==> src/rtl/csa_byte_sequencer_pkg.sv <==
// Shared types for the multi-byte carry-skip add/subtract sequencer.
package csa_seq_pkg;

    localparam int BYTE_W = 8;

    typedef enum logic [1:0] {
        IDLE  = 2'd0,
        RUN   = 2'd1,
        DRAIN = 2'd2
    } state_e;

endpackage

==> src/rtl/csa_byte_sequencer_if.sv <==
// Operand-in / result-out byte streams of csa_byte_sequencer.
interface csa_byte_sequencer_if;
    import csa_seq_pkg::*;

    logic              in_valid;
    logic              in_ready;
    logic [BYTE_W-1:0] a_byte;
    logic [BYTE_W-1:0] b_byte;
    logic [BYTE_W-1:0] res_byte;
    logic              res_valid;
    logic              res_ready;
    logic              res_last;

    modport master (
        output in_valid, a_byte, b_byte, res_ready,
        input  in_ready, res_byte, res_valid, res_last
    );

    modport slave (
        input  in_valid, a_byte, b_byte, res_ready,
        output in_ready, res_byte, res_valid, res_last
    );

endinterface

==> src/rtl/csa_byte_sequencer.sv <==
// Time-shares one external 8-bit carry-skip adder to add/subtract NBYTES-wide operands LSB first.
// Define CSA_SEQ_ZFLAG_EN to add the 'zero' result flag.
module csa_byte_sequencer
    import csa_seq_pkg::*;
#(
    parameter int NBYTES = 4
) (
    input  logic                 clk,
    input  logic                 rst_n,
    input  logic                 start,
    input  logic                 sub,
    csa_byte_sequencer_if.slave  io,
    output logic [BYTE_W-1:0]    add_a,
    output logic [BYTE_W-1:0]    add_b,
    output logic                 add_cin,
    input  logic [BYTE_W-1:0]    add_sum,
    input  logic                 add_cout,
    output logic                 busy,
    output logic                 done,
    output logic                 carry_out,
    output logic                 overflow
`ifdef CSA_SEQ_ZFLAG_EN
    ,
    output logic                 zero
`endif
);

    localparam int CNT_W = $clog2(NBYTES) + 1;
    localparam logic [CNT_W-1:0] LAST_IDX = CNT_W'(NBYTES - 1);

    state_e            state_q, state_d;
    logic              sub_q, sub_d;
    logic              carry_q, carry_d;
    logic [CNT_W-1:0]  count_q, count_d;
    logic [BYTE_W-1:0] res_byte_q, res_byte_d;
    logic              res_valid_q, res_valid_d;
    logic              res_last_q, res_last_d;
    logic              done_q, done_d;
    logic              carry_out_q, carry_out_d;
    logic              overflow_q, overflow_d;
    logic              in_ready_w;
    logic              accept;
    logic              consume;
`ifdef CSA_SEQ_ZFLAG_EN
    logic              zacc_q, zacc_d;
    logic              zero_q, zero_d;
`endif

    // NOTE: every variable gets a default before any branch, so no path can infer a latch.
    always_comb begin
        state_d     = state_q;
        sub_d       = sub_q;
        carry_d     = carry_q;
        count_d     = count_q;
        res_byte_d  = res_byte_q;
        res_valid_d = res_valid_q;
        res_last_d  = res_last_q;
        done_d      = 1'b0;
        carry_out_d = carry_out_q;
        overflow_d  = overflow_q;
`ifdef CSA_SEQ_ZFLAG_EN
        zacc_d      = zacc_q;
        zero_d      = zero_q;
`endif
        add_a       = '0;
        add_b       = '0;
        add_cin     = 1'b0;

        // Subtract is A + ~B + 1: the initial carry supplies the +1.
        if (state_q == RUN) begin
            add_a   = io.a_byte;
            add_b   = sub_q ? ~io.b_byte : io.b_byte;
            add_cin = carry_q;
        end

        in_ready_w = (state_q == RUN) && (!res_valid_q || io.res_ready);
        accept     = in_ready_w && io.in_valid;
        consume    = res_valid_q && io.res_ready;

        unique case (state_q)
            IDLE: begin
                if (start) begin
                    state_d     = RUN;
                    sub_d       = sub;
                    carry_d     = sub;
                    count_d     = '0;
                    carry_out_d = 1'b0;
                    overflow_d  = 1'b0;
`ifdef CSA_SEQ_ZFLAG_EN
                    zacc_d      = 1'b1;
                    zero_d      = 1'b0;
`endif
                end
            end
            RUN: begin
                if (consume) res_valid_d = 1'b0;
                if (accept) begin
                    res_byte_d  = add_sum;
                    res_valid_d = 1'b1;
                    carry_d     = add_cout;
                    count_d     = count_q + CNT_W'(1);
`ifdef CSA_SEQ_ZFLAG_EN
                    zacc_d      = zacc_q && (add_sum == '0);
`endif
                    if (count_q == LAST_IDX) begin
                        state_d     = DRAIN;
                        res_last_d  = 1'b1;
                        carry_out_d = add_cout;
                        overflow_d  = (io.a_byte[BYTE_W-1] == add_b[BYTE_W-1]) &&
                                      (add_sum[BYTE_W-1] != io.a_byte[BYTE_W-1]);
`ifdef CSA_SEQ_ZFLAG_EN
                        zero_d      = zacc_q && (add_sum == '0);
`endif
                    end
                end
            end
            DRAIN: begin
                if (consume) begin
                    res_valid_d = 1'b0;
                    res_last_d  = 1'b0;
                    done_d      = 1'b1;
                    state_d     = IDLE;
                end
            end
            default: state_d = IDLE;
        endcase
    end

    // NOTE: state registers use non-blocking assignment so every flop samples pre-edge values.
    always_ff @(posedge clk or negedge rst_n) begin
        if (!rst_n) begin
            state_q     <= IDLE;
            sub_q       <= 1'b0;
            carry_q     <= 1'b0;
            count_q     <= '0;
            res_byte_q  <= '0;
            res_valid_q <= 1'b0;
            res_last_q  <= 1'b0;
            done_q      <= 1'b0;
            carry_out_q <= 1'b0;
            overflow_q  <= 1'b0;
`ifdef CSA_SEQ_ZFLAG_EN
            zacc_q      <= 1'b0;
            zero_q      <= 1'b0;
`endif
        end else begin
            state_q     <= state_d;
            sub_q       <= sub_d;
            carry_q     <= carry_d;
            count_q     <= count_d;
            res_byte_q  <= res_byte_d;
            res_valid_q <= res_valid_d;
            res_last_q  <= res_last_d;
            done_q      <= done_d;
            carry_out_q <= carry_out_d;
            overflow_q  <= overflow_d;
`ifdef CSA_SEQ_ZFLAG_EN
            zacc_q      <= zacc_d;
            zero_q      <= zero_d;
`endif
        end
    end

    assign io.in_ready  = in_ready_w;
    assign io.res_byte  = res_byte_q;
    assign io.res_valid = res_valid_q;
    assign io.res_last  = res_last_q;
    assign busy         = (state_q != IDLE);
    assign done         = done_q;
    assign carry_out    = carry_out_q;
    assign overflow     = overflow_q;
`ifdef CSA_SEQ_ZFLAG_EN
    assign zero         = zero_q;
`endif

endmodule

==> src/flat_wrapper.sv <==
// flat-port wrapper written by rule: the top's interface ports become plain ports
module csa_byte_sequencer_flat import csa_seq_pkg::*;
#(
    parameter int NBYTES = 4
)
  (clk, rst_n, start, sub, add_a, add_b, add_cin, add_sum, add_cout, busy, done, carry_out, overflow, io_in_valid, io_a_byte, io_b_byte, io_res_ready, io_in_ready, io_res_byte, io_res_valid, io_res_last);
  csa_byte_sequencer_if io_i ();
  input  logic clk;
  input  logic rst_n;
  input  logic start;
  input  logic sub;
  output logic [BYTE_W-1:0] add_a;
  output logic [BYTE_W-1:0] add_b;
  output logic add_cin;
  input  logic [BYTE_W-1:0] add_sum;
  input  logic add_cout;
  output logic busy;
  output logic done;
  output logic carry_out;
  output logic overflow;
  input wire logic [$bits(io_i.in_valid)-1:0] io_in_valid;
  input wire logic [$bits(io_i.a_byte)-1:0] io_a_byte;
  input wire logic [$bits(io_i.b_byte)-1:0] io_b_byte;
  input wire logic [$bits(io_i.res_ready)-1:0] io_res_ready;
  output wire logic [$bits(io_i.in_ready)-1:0] io_in_ready;
  output wire logic [$bits(io_i.res_byte)-1:0] io_res_byte;
  output wire logic [$bits(io_i.res_valid)-1:0] io_res_valid;
  output wire logic [$bits(io_i.res_last)-1:0] io_res_last;
  assign io_i.in_valid = io_in_valid;
  assign io_i.a_byte = io_a_byte;
  assign io_i.b_byte = io_b_byte;
  assign io_i.res_ready = io_res_ready;
  assign io_in_ready = io_i.in_ready;
  assign io_res_byte = io_i.res_byte;
  assign io_res_valid = io_i.res_valid;
  assign io_res_last = io_i.res_last;
  csa_byte_sequencer #(.NBYTES(NBYTES)) u_core (.clk(clk), .rst_n(rst_n), .start(start), .sub(sub), .io(io_i), .add_a(add_a), .add_b(add_b), .add_cin(add_cin), .add_sum(add_sum), .add_cout(add_cout), .busy(busy), .done(done), .carry_out(carry_out), .overflow(overflow));
endmodule
==> config.mk <==
export PLATFORM = sky130hd
export DESIGN_NAME = csa_byte_sequencer_flat
export DESIGN_NICKNAME = d
export VERILOG_FILES = /design/src/rtl/csa_byte_sequencer_pkg.sv /design/src/rtl/csa_byte_sequencer_if.sv /design/src/rtl/csa_byte_sequencer.sv /design/src/flat_wrapper.sv
export SDC_FILE = /design/constraint.sdc
export NUM_CORES = 1
export LEC_CHECK = 0
export BUFFER_PORTS_ARGS = -buffer_cell sky130_fd_sc_hd__buf_2
export CAP_MARGIN = 10
export CORE_MARGIN = 8
export CORE_UTILIZATION = 45
export DETAILED_ROUTE_END_ITERATION = 8
export HOLD_SLACK_MARGIN = 0.12
export PLACE_DENSITY = 0.8
export SLEW_MARGIN = 40
export SYNTH_ARGS = -nofsm -noshare
export SYNTH_HDL_FRONTEND = slang
export SYNTH_SLANG_ARGS = --single-unit
==> constraint.sdc <==
create_clock -name clk -period 1.9 [get_ports clk]
set_clock_uncertainty 0.1 [all_clocks]
set_input_delay 0.38 -clock clk [delete_from_list [all_inputs] [get_ports clk]]
set_output_delay 0.38 -clock clk [all_outputs]
set_load 0.03 [all_outputs]
==> impl_metrics.csv <==
group,metric,value,unit
critical_path,cp-startpoint,"u_core.state_q[0]",
critical_path,cp-end-kind,"primary output",
sta,period_needed,1.86,ns
pwr,power_density,1710,nW/um2
yosys,synth_top_family_by_area,"simple AND/OR/NAND/NOR gates",
yosys,ys_ff_latch,20,
grt,grt_pass1_wl,4790,um
drt,dr.pass1.iters,3,
sta,setup_viol,0,
sta,tns,0,ns
pwr,fin_total_pwr,3.06,mW
drt,viasPerCell,5.05,
sta,relSlewSlack,0.708,
critical_path,cpPeakStageDelay,0.44,ns
floorplanning,die_y,68.0,um
yosys,synth-xor-area-share,0.0575,
placed_design,place_inst,201,
critical_path,crit_buf_inv,2,
yosys,synth_top_cell_area_share,0.411,
critical_path,r2r_cells,6,
floorplanning,core_area,2660,um2
yosys,synth_compound_area_frac,0.0873,
layout,drive_above_1_share,0.596,
run_status,outcome,"finished, final reports clean",
critical_path,path_cells,"ha_4, buf_12, and2_1, buf_6",
layout,areaGrowthSynthToFinish,47.3,%
floorplanning,die_w,68.0,um
sta,fmaxAchievable,0.538,GHz
drt,drc,0,
clock_tree,cts_buffers,3,
layout,final_nets,216,
sta,rsz0062_at_grt,"true",
layout,antenna_cells,0,
pwr,p_leak,0.937,nW
grt,grt-ovfl-total,0,
critical_path,path_depth,4,
critical_path,reg2reg_slack,0.16,ns
critical_path,crit_path_end,"add_b[0]",
yosys,syn_area_per_cell,11.2,um2
grt,track_usage,0.128,
hold_path,min_path_type,"in -> reg",
critical_path,slowest_stage,"dfrtp_1",
grt,grt_pass1_vias,1109,
drt,antenna_left,0,
placed_design,portBuffers,62,
placed_design,gp_congestion,0.747,
critical_path,timing.rr.end,"u_core.count_q[0]",
yosys,synthMuxAreaShare,0.146,
yosys,yosysMostFrequentCell,"dfrtp_1",
placed_design,dp_slack,0.107,ns
sta,final_max_slew_viol_count,0,
clock_tree,cts.sinks,20,
layout,layoutNonFillerInstCount,209,
clock_tree,ctsRootBufferMaster,"clkbuf_4",
critical_path,start_kind,"flip-flop",
yosys,ys_seq_area_frac,0.411,
critical_path,critical-path-top-delay-family,"flip-flops",
yosys,async_flop_share,1.00,
yosys,synth_fp_nets,145,
layout,design_area,1800,um2
yosys,yosysUniqueCellTypes,36,
yosys,ys_top_cells_by_area,"dfrtp_1 41%, mux2_4 11%, and2_1 8.7%",
pwr,ir_drop,1.14,mV
critical_path,cp.required,1.42,ns
clock_tree,clkTransAtPathRegs,0.10,ns
run,max_cap_violations,0,
sta,hold_viol,0,
grt,grt_max_degree,24,
critical_path,worstSetupPathType,"reg -> out",
floorplanning,io_pins,63,
yosys,synth.largest_area_cell,"dfrtp_1",
sta,worst_slack,0.0400,ns
critical_path,crit_arrival,1.38,ns
yosys,synth-simple-area-share,0.208,
grt,grt_antenna_before_repair,0,
sta,worst_pin_slew,0.438,ns
drt,wl_per_cell,15.0,um
yosys,synth_ff_type,"dfrtp_1",
yosys,syn-cell-area,1220,um2
drt,drtIter0Drc,22,
sta,finalCritPeriodShare,0.979,
clock_tree,clockBufferDepth,2,
placed_design,hpwlAfterDp,2420,um
yosys,synth_common_cells,"20 x dfrtp_1, 17 x and2_1, 9 x mux2_4",
clock_tree,htreeDepth,1,
floorplanning,start_util,0.458,
drt,routed_wirelength,3130,um
sta,hold_ws,0.218,ns
yosys,synthAdderAreaFrac,0.0513,
placed_design,dpl_cell_area,1570,um2
yosys,syn_inst,109,
floorplanning,rows,19,
critical_path,r2r-start,"u_core.state_q[0]",
drt,dr_total_vias,1056,
yosys,synth.yosys.warnings,0,
critical_path,path_max_fanout,23,
layout,utilization,0.674,
floorplanning,die_area,4630,um2
yosys,synth_edf_count,0,
clock_tree,clk_latency,0.28,ns
clock_tree,cts_tree,"yes",
placed cells by master, fill, tap and decap left out, types with 2 or more instances in the layout:
cell      instances
a21oi_1           2
a31oi_1           3
a32o_1            2
and2_1            8
and2_4            9
buf_2            43
buf_4             6
buf_6            19
clkbuf_4          4
dfrtp_1          19
ha_1              4
inv_1             2
inv_2             2
mux2_4            9
mux2i_1           2
nand2_1           6
nand2_2           2
nand2b_1          3
nand3_1           2
nor2b_1           3
xor2_1            8
metal layers:
metal | vias up | share of wire | global-route usage
met2 | 51 | 0.48 | 0.239
met1 | 498 | 0.38 | 0.138
met5 | - | 0 | 0
met3 | 0 | 0.15 | 0.0491
met4 | 0 | 0 | 0.0153
li1 | 507 | - | -
cells by family after synthesis:
family	Yosys count
simple gates	41
flops	20
compound gates	13
mux	13
buf+inv	9
xor+xnor	8
fa+ha+maj	5
timing repair:
item | 4_1_cts | 5_1_grt
resized for setup | 24 | 30
endpoints found under the hold margin | 20 | 0
buffers inserted | 3 | 1
endpoints found under the setup margin | 18 | 18
hold buffers | 1 | 0
pin swaps | 1 | 1
state kept, by name (all words and copies together) (netlist names):
name and flops:
u_core.state_q 2, u_core.carry_q 1, u_core.carry_out 1, u_core.io.res_last 1, u_core.overflow 1, u_core.sub_q 1, u_core.io.res_valid 1, u_core.count_q 3
u_core.io.res_byte 8, u_core.done 1
worst min-delay path by stage:
stage,start,to,cells past startpoint
floorplan,rst_n,u_core.carry_out,0
global placement,rst_n,u_core.io.res_byte[2],1
detailed placement,rst_n,u_core.io.res_byte[3],1
CTS,add_sum[5],u_core.io.res_byte[5],2
global route,add_sum[5],u_core.io.res_byte[5],2
finish,add_sum[0],u_core.io.res_byte[0],2
cell type report:
class / count / area [um2]
Timing Repair Buffer: 71 / 512
Fill cell: 207 / 867
Clock buffer: 3 / 22.5
Inverter: 4 / 15.0
Multi-Input combinational cell: 80 / 706
Sequential cell: 20 / 502
Tap cell: 31 / 38.8
power by group:
part           switching, mW  internal [mW]  total, mW
Combinational           1.14           1.01       2.15
Clock                  0.113         0.0735      0.187
Sequential             0.137          0.589      0.726
Power figures use the tool's default switching activity.
